[config.mk]
export PLATFORM = sky130hd
export DESIGN_NAME = tcb_lib_misaligned_sram_ctrl_pipe
export DESIGN_NICKNAME = d
export VERILOG_FILES = /design/src/rtl/tcb_lib_misaligned_sram_ctrl_pipe_pkg.sv /design/src/rtl/tcb_lib_misaligned_sram_ctrl_pipe_delay_line.sv /design/src/rtl/tcb_lib_misaligned_sram_ctrl_pipe.sv
export SDC_FILE = /design/constraint.sdc
export NUM_CORES = 1
export LEC_CHECK = 0
export CORE_AREA = 5 5 111 113
export DETAILED_ROUTE_END_ITERATION = 10
export DIE_AREA = 0 0 116 118
export GPL_ROUTABILITY_DRIVEN = 0
export PLACE_DENSITY = 0.91
export SETUP_SLACK_MARGIN = 0.15
export SLEW_MARGIN = 10
export SYNTH_ARGS = -nofsm -noshare
export SYNTH_HDL_FRONTEND = slang
export SYNTH_SLANG_ARGS = --single-unit
[constraint.sdc]
create_clock -name clk -period 7.4 [get_ports clk]
set_clock_uncertainty 0.15 [all_clocks]
set_input_delay 1.11 -clock clk [delete_from_list [all_inputs] [get_ports clk]]
set_output_delay 1.11 -clock clk [all_outputs]
set_load 0.005 [all_outputs]
[src/rtl/tcb_lib_misaligned_sram_ctrl_pipe_pkg.sv]
// Shared types and helpers for the misaligned SRAM controller.
// - tcb_mcp_stage_t : one response delay-line stage {vld, wen, off, err}
// - tcb_rot         : modulo lane/bank index helper
package tcb_lib_misaligned_sram_ctrl_pipe_pkg;

    // Widest supported byte offset field (up to 256 banks).
    localparam int unsigned TCB_OFW_MAX = 8;
    // Response status width.
    localparam int unsigned TCB_STS_W = 1;

    typedef struct packed {
        logic                   vld;
        logic                   wen;
        logic [TCB_OFW_MAX-1:0] off;
        logic                   err;
    } tcb_mcp_stage_t;

    // Returns (idx - off) mod n. Passing n-off as the offset gives (idx + off) mod n.
    function automatic int unsigned tcb_rot(input int unsigned idx, input int unsigned off,
                                            input int unsigned n);
        return (idx + n - (off % n)) % n;
    endfunction

endpackage

[src/rtl/tcb_lib_misaligned_sram_ctrl_pipe_delay_line.sv]
// Fixed-depth register pipeline of an arbitrary type, cleared by async reset.
// DEPTH=0 degenerates to a wire.
// Ports:
// - clk   : clock, rising edge
// - rst_n : asynchronous reset, active low (all stages clear to '0)
// - din   : pipeline input
// - dout  : value of din delayed by DEPTH cycles
module tcb_lib_misaligned_sram_ctrl_pipe_delay_line #(
    parameter int unsigned DEPTH = 1,
    parameter type         T     = logic
) (
    input  logic clk,
    input  logic rst_n,
    input  T     din,
    output T     dout
);

    if (DEPTH == 0) begin : g_bypass
        logic unused_clk_rst;
        assign unused_clk_rst = clk ^ rst_n;
        assign dout = din;
    end else begin : g_pipe
        T stage_q [DEPTH];

        always_ff @(posedge clk or negedge rst_n) begin
            if (!rst_n) begin
                for (int i = 0; i < DEPTH; i++) begin
                    stage_q[i] <= '0;
                end
            end else begin
                stage_q[0] <= din;
                for (int i = 1; i < DEPTH; i++) begin
                    stage_q[i] <= stage_q[i-1];
                end
            end
        end

        assign dout = stage_q[DEPTH-1];
    end

endmodule

[src/rtl/tcb_lib_misaligned_sram_ctrl_pipe.sv]
// TCB subordinate mapping byte-enable accesses (optionally misaligned) onto BEN byte-wide
// SRAM banks. Write data/enables are rotated into bank order by the address offset, banks
// that wrap past the last lane address the next row, and read data is rotated back.
// A response delay line aligns SRAM latency MEM_DLY with the bus response delay DLY.
// Ports:
// - clk, rst_n          : clock, async active-low reset
// - tcb_vld/wen/adr/ben/wdt : bus request; tcb_rdy is constantly 1
// - tcb_rdt, tcb_sts    : bus response, DLY cycles after the request
// - mem_cen             : per-bank chip enable
// - mem_wen             : shared write enable
// - mem_adr             : per-bank row address
// - mem_wdt             : per-bank write byte
// - mem_rdt             : per-bank read byte, valid MEM_DLY cycles after cen
module tcb_lib_misaligned_sram_ctrl_pipe
    import tcb_lib_misaligned_sram_ctrl_pipe_pkg::*;
#(
    parameter int unsigned DAT     = 32,
    parameter int unsigned ADR     = 32,
    parameter int unsigned DLY     = 1,
    parameter int unsigned MEM_DLY = 1,
    parameter bit          MIS     = 1'b1,
    localparam int unsigned BEN    = DAT / 8,
    localparam int unsigned OFW    = $clog2(BEN),
    localparam int unsigned RAW    = ADR - OFW
) (
    input  logic                      clk,
    input  logic                      rst_n,
    input  logic                      tcb_vld,
    input  logic                      tcb_wen,
    input  logic [ADR-1:0]            tcb_adr,
    input  logic [BEN-1:0]            tcb_ben,
    input  logic [DAT-1:0]            tcb_wdt,
    output logic                      tcb_rdy,
    output logic [DAT-1:0]            tcb_rdt,
    output logic [TCB_STS_W-1:0]      tcb_sts,
    output logic [BEN-1:0]            mem_cen,
    output logic                      mem_wen,
    output logic [BEN-1:0][RAW-1:0]   mem_adr,
    output logic [BEN-1:0][7:0]       mem_wdt,
    input  logic [BEN-1:0][7:0]       mem_rdt
);

    // Offset field is at least one bit wide so single-bank builds still elaborate.
    localparam int unsigned OFP = (OFW > 0) ? OFW : 1;

    if ((MEM_DLY < 1) || (MEM_DLY > DLY)) begin : g_chk_dly
        $error("MEM_DLY must satisfy 1 <= MEM_DLY <= DLY");
    end
    if ((DAT < 8) || ((DAT & (DAT - 1)) != 0)) begin : g_chk_dat
        $error("DAT must be a power of two >= 8");
    end
    if (OFW > TCB_OFW_MAX) begin : g_chk_ofw
        $error("DAT too wide for the stage offset field");
    end

    // ------------------------------------------------------------------
    // Request path
    // ------------------------------------------------------------------
    logic [OFP-1:0]     off;
    logic [RAW-1:0]     row;
    logic [RAW-1:0]     nxt;
    logic               err;
    logic [BEN-1:0][7:0] wdt_b;

    if (OFW > 0) begin : g_off
        assign off = tcb_adr[OFW-1:0];
    end else begin : g_no_off
        assign off = '0;
    end

    assign row   = tcb_adr[ADR-1:OFW];
    assign nxt   = row + RAW'(1);  // top row wraps to row 0
    assign err   = ~MIS & (off != '0) & tcb_vld;
    assign wdt_b = tcb_wdt;

    assign tcb_rdy = 1'b1;
    assign mem_wen = tcb_wen;

    always_comb begin
        logic [OFP-1:0] lane;
        mem_cen = '0;
        mem_adr = '0;
        mem_wdt = '0;
        lane    = '0;
        for (int unsigned b = 0; b < BEN; b++) begin
            lane       = OFP'(tcb_rot(b, int'(off), BEN));
            mem_cen[b] = tcb_vld & tcb_ben[lane] & ~err;
            mem_wdt[b] = wdt_b[lane];
            // Banks below the offset hold lanes that spilled into the next row.
            mem_adr[b] = (b < int'(off)) ? nxt : row;
        end
    end

    // ------------------------------------------------------------------
    // Response path
    // ------------------------------------------------------------------
    tcb_mcp_stage_t req_stage;
    tcb_mcp_stage_t mem_stage;  // stage aligned with valid mem_rdt
    tcb_mcp_stage_t rsp_stage;  // stage aligned with the bus response

    always_comb begin
        req_stage     = '0;
        req_stage.vld = tcb_vld;
        req_stage.wen = tcb_wen;
        req_stage.off = TCB_OFW_MAX'(off);
        req_stage.err = err;
    end

    tcb_lib_misaligned_sram_ctrl_pipe_delay_line #(
        .DEPTH (MEM_DLY),
        .T     (tcb_mcp_stage_t)
    ) u_mem_pipe (
        .clk   (clk),
        .rst_n (rst_n),
        .din   (req_stage),
        .dout  (mem_stage)
    );

    tcb_lib_misaligned_sram_ctrl_pipe_delay_line #(
        .DEPTH (DLY - MEM_DLY),
        .T     (tcb_mcp_stage_t)
    ) u_rsp_pipe (
        .clk   (clk),
        .rst_n (rst_n),
        .din   (mem_stage),
        .dout  (rsp_stage)
    );

    // Rotate bank data back into bus lane order; non-read stages return zero.
    logic [BEN-1:0][7:0] rdt_rot;
    logic [DAT-1:0]      rdt_rot_flat;

    always_comb begin
        logic [OFP-1:0] bank;
        rdt_rot = '0;
        bank    = '0;
        if (mem_stage.vld && !mem_stage.wen) begin
            for (int unsigned l = 0; l < BEN; l++) begin
                bank       = OFP'(tcb_rot(l, BEN - int'(mem_stage.off[OFP-1:0]), BEN));
                rdt_rot[l] = mem_rdt[bank];
            end
        end
    end

    assign rdt_rot_flat = rdt_rot;

    tcb_lib_misaligned_sram_ctrl_pipe_delay_line #(
        .DEPTH (DLY - MEM_DLY),
        .T     (logic [DAT-1:0])
    ) u_dat_pipe (
        .clk   (clk),
        .rst_n (rst_n),
        .din   (rdt_rot_flat),
        .dout  (tcb_rdt)
    );

    assign tcb_sts = TCB_STS_W'(rsp_stage.vld & rsp_stage.err);

    logic unused_stage;
    assign unused_stage = ^{rsp_stage.wen, rsp_stage.off, mem_stage.off, mem_stage.err};

endmodule

# == Yosys cells after proc, flatten, opt, wreduce, memory -nomap -nowiden ==
# Cells that the tools add are included.
# word_totals
ff_bits,4
input_bits,104
# op_classes
reduce_logical,2
addsub,10
n_mux,28
bitwise,4
n_lt_le_gt_ge,11
# ops
operator,count
$bmux W8 S2,8
$mux W30,3
$mux W8,8
$mux W32,1
$add A30 B1 Y30 const B,1
$lt A2 B3 Y1 const B,8
$sub A1 B2 Y2 const A,5
$bmux W1 S2,4
$sub A2 B2 Y2 const A,4
$and A1 B1 Y1,4
$lt A1 B2 Y1 const A,2
$mux W1,4
$lt A2 B2 Y1 const A,1
$logic_and A1 B1 Y1,1
$logic_not A1 Y1,1

# == Logic depth before layout (Yosys ltp) ==
# logic_depth
ltp_word,5
depth_mapped,8

# == Modules after synthesis ==
# From an unflattened synthesis, not the netlist that was laid out.
# unflattened
cells_unflattened,487
hier_area_um2,4585.6
# modules_own_cells
module,area_per_inst_um2,cells_per_inst,seq_area_each_um2,instances
tcb_lib_misaligned_sram_ctrl_pipe,3987.6,433,0.0,1
tcb_lib_misaligned_sram_ctrl_pipe_delay_line at u_mem_pipe,275.3,11,275.3,1
tcb_lib_misaligned_sram_ctrl_pipe_delay_line at u_dat_pipe,240.2,32,0.0,1
tcb_lib_misaligned_sram_ctrl_pipe_delay_line at u_rsp_pipe,82.6,11,0.0,1

# == Worst setup path before layout ==
# OpenSTA, ideal clock, no wires.
# synth_timing
path_kind,input-to-output
startpoint,in tcb_adr[0]
endpoint,out mem_cen[0]
required_time_ns,6.140
slack_ns,2.887
arrival_ns,3.253
stages,8
path_cell_list,buf_2 clkbuf_1 inv_1 ha_1 clkbuf_1 buf_2 mux4_2 and2_1
# synth_via
elab_chain_cells,4
# synth_rtl
item,line,source
from (decl),tcb_lib_misaligned_sram_ctrl_pipe.sv:30,"input logic [ADR-1:0] tcb_adr,"
$sub A1 B2 Y2,tcb_lib_misaligned_sram_ctrl_pipe_pkg.sv:21,return (idx + n - (off % n)) % n;
$bmux W1 S2,tcb_lib_misaligned_sram_ctrl_pipe.sv:87,mem_cen[b] = tcb_vld & tcb_ben[lane] & ~err;
$mux W1 (implied by the code),tcb_lib_misaligned_sram_ctrl_pipe.sv:87,
$and A1 B1 Y1,tcb_lib_misaligned_sram_ctrl_pipe.sv:87,
to (decl),tcb_lib_misaligned_sram_ctrl_pipe.sv:36,"output logic [BEN-1:0] mem_cen,"
# No other way between the ends. The select of a mux whose other input is x is not followed.

# == Worst setup path after layout ==
# layout_timing
startpoint,in tcb_adr[0]
endpoint,out mem_cen[2]
# layout_via
elab_chain_cells,4
# layout_rtl
item,line
$sub A2 B2 Y2,tcb_lib_misaligned_sram_ctrl_pipe_pkg.sv:21
$bmux W1 S2,tcb_lib_misaligned_sram_ctrl_pipe.sv:87
$mux W1 (implied by the code),tcb_lib_misaligned_sram_ctrl_pipe.sv:87
$and A1 B1 Y1,tcb_lib_misaligned_sram_ctrl_pipe.sv:87
# No other way between the ends. The select of a mux whose other input is x is not followed.

==> flow_metrics.py <==
metrics = {
    "grt": {
        "grt_max_degree": 41,
        "grt_usage_pct": 22.3,
        "met1_usage_pct": 25.4,
        "busiest_layer": "met2",
        "antenna_found_initial": 0,
        "grt-ovfl-total": 0,
        "gr-usage-met3_pct": 6.68,
        "grt_pass1_wl_um": 24800,
        "grt_pass1_vias": 4630,
        "grt_use_met2_pct": 39.5,
    },
    "yosys": {
        "seq_area_frac_synth_pct": 2.47,
        "synth_cell_types": 37,
        "syn_area_um2": 4050,
        "syn_area_per_cell_um2": 9.18,
        "synth_edf_count": 0,
        "ys_seq_elements": 4,
        "synthTopCellsByCount": "mux4_2 (68), xnor2_1 (60), nor2b_1 (35)",
        "synth.largest_area_cell": "mux4_2",
        "synth_top_area_share_pct": 37.8,
        "syn_nets": 548,
        "netlist_instances": 441,
        "synthTopCellsByArea": "mux4_2 (38%), xnor2_1 (13%), buf_4 (6.1%)",
        "ys_warn_count": 0,
        "synthMostInstantiatedCell": "mux4_2",
        "synthArstFlopShare_pct": 100,
        "synth-main-ff-cell": "dfrtp_1",
    },
    "final_layout": {
        "stdcell_count": 795,
        "largest_register_ffs": 4,
        "drive_gt1_share_pct": 13.4,
        "nets": 760,
        "syn_to_final_growth_pct": 66.7,
    },
    "place": {
        "place_inst": 791,
        "numPortBuffers": 292,
        "post-place-ws_ns": 1.95,
        "place_hpwl_um": 13500,
    },
    "critical_path": {
        "critPathCaptureType": "primary output",
        "cp.buffers_inverters": 3,
        "cp.arrival_ns": 4.15,
        "crit_fanout": 39,
        "slowest_stage": "ha_1",
        "cp_num_cells": 6,
        "slowest_delay_ns": 0.91,
        "path_delay_family": "buffers and inverters",
        "worstPathCellList": "buf_2 > inv_1 > ha_1 > mux4_2 > and2_1 > clkdlybuf4s50_1",
        "cp.required_ns": 6.14,
        "critPathKind": "in2out",
        "start_kind": "input pin",
    },
    "cts": {
        "cts_tree": "yes",
        "cts_resized": 0,
        "postCtsHoldBufs": 0,
        "cts-root-buf": "clkbuf_16",
        "cts_max_path_buffers": 2,
        "cts_setup_buffers": 0,
        "cts_htree_levels": 1,
        "cts_buffers": 3,
        "cts_sinks": 4,
        "path_clk_slew_ns": 0.03,
    },
    "power_and_ir_drop": {
        "pwr-share-seq_pct": 4.6,
        "p_sw_uw": 163,
        "p_clk_share_pct": 16.7,
        "max-vdd-ir-drop_uv": 50.5,
        "p_leak_uw": 0.00224,
        "combPwrFrac_pct": 78.7,
        "p_int_uw": 343,
        "power_density_nw_per_um2": 75.0,
        "p_sw_share_pct": 32.2,
    },
    "die": {
        "die_y_um": 118,
        "die_area_um2": 13700,
        "row_count": 39,
        "start_util_pct": 36.1,
        "core_um2": 11200,
        "fp.dieW_um": 116,
        "num_io_pins": 295,
    },
    "sta": {
        "fmax_mhz": 185,
        "setup_viol": 0,
        "slew-limit-headroom_pct": 24.6,
        "tns_ns": 0,
        "timing_hold_violations_final": 0,
        "fin_crit_sh_pct": 73.2,
        "max_slew.worst_pin.slew_ns": 1.13,
        "whs_ns": 0.941,
        "timing.final.ws_setup_ns": 1.99,
        "period_needed_ns": 5.41,
        "drv_slew": 0,
        "rsz0062_at_grt": "false",
    },
    "detailed_routing": {
        "drc": 0,
        "dr.pass1.iters": 4,
        "post_drt_via_cell_ratio": 5.69,
        "vias": 4526,
        "first_iter_violations": 409,
        "wl_um": 16400,
        "wl_per_cell_um": 20.6,
        "ant_nets": 0,
    },
    "hold_path": {
        "min_path_type": "in2async",
    },
    "job": {
        "maxCapViolations": 0,
    },
    "status": {
        "status": "finished clean",
    },
}
[per-layer routing]
metal | vias to the layer above | part of all wire [%]
li1 | 2013 | -
met1 | 2195 | 35
met2 | 281 | 51
met3 | 37 | 11
met4 | 0 | 2.9
met5 | - | 0
[final timing paths]
path                             from                            to  slack (ns)
min                             rst_n  u_mem_pipe.dout[9]$_DFF_PN0_        0.94
max                        tcb_adr[0]                    mem_cen[2]        1.99
min in group clk           tcb_adr[1]  u_mem_pipe.dout[2]$_DFF_PN0_        1.26
max in group asynchronous       rst_n  u_mem_pipe.dout[2]$_DFF_PN0_        5.99
[placed cells by master, fill, tap and decap left out, drive strengths merged, types with 4 or more instances in the layout]
cell,count
nand2,27
and2,9
xnor2,61
mux4,68
buf,8
nand4b,8
nor4,13
or3,5
nor2,11
nor3,13
dfrtp,4
nor2b,35
nand3,19
nand4,24
xor2,26
clkdlybuf4s50,290
inv,4
[through the flow]
stage               utilization, %  area (um^2)  power (uW)
CTS                           60.1         6750         509
global placement              59.5         6670         414
floorplan                        -         4050         204
global route                  60.1         6750         534
finish                        60.2         6750         506
detailed placement            59.5         6670         421
[power by group through the flow]
stage          logic (uW)  clock network (uW)  registers, uW
6_report              398                84.6           23.5
3_3_place_gp          390                   0           23.6
4_1_cts               400                85.5           23.5
2_1_floorplan         180                   0           23.6
3_5_place_dp          398                   0           23.7
5_1_grt               423                87.4           23.5
[kinds of logic (layout without fill, tap and decap cells)]
group,Yosys count,in the layout,synth area share [%]
AND/OR/NAND/NOR,179,179,25.6
buffers and inverters,95,305,13.2
XOR/XNOR,87,87,19.0
multiplexers,71,71,38.6
flip-flops,4,4,2.47
adder cells (fa/ha/maj),3,3,0.927
other,2,3,0.185
[final cells by class]
class | count | area (um^2)
Fill cell | 912 | 4470
Multi-Input combinational cell | 342 | 3420
Timing Repair Buffer | 298 | 2960
Tap cell | 143 | 179
Sequential cell | 4 | 100
Clock buffer | 3 | 75.1
Inverter | 4 | 15.0
Antenna cell | 1 | 2.50
No activity file was read; power rests on OpenSTA's default activity.
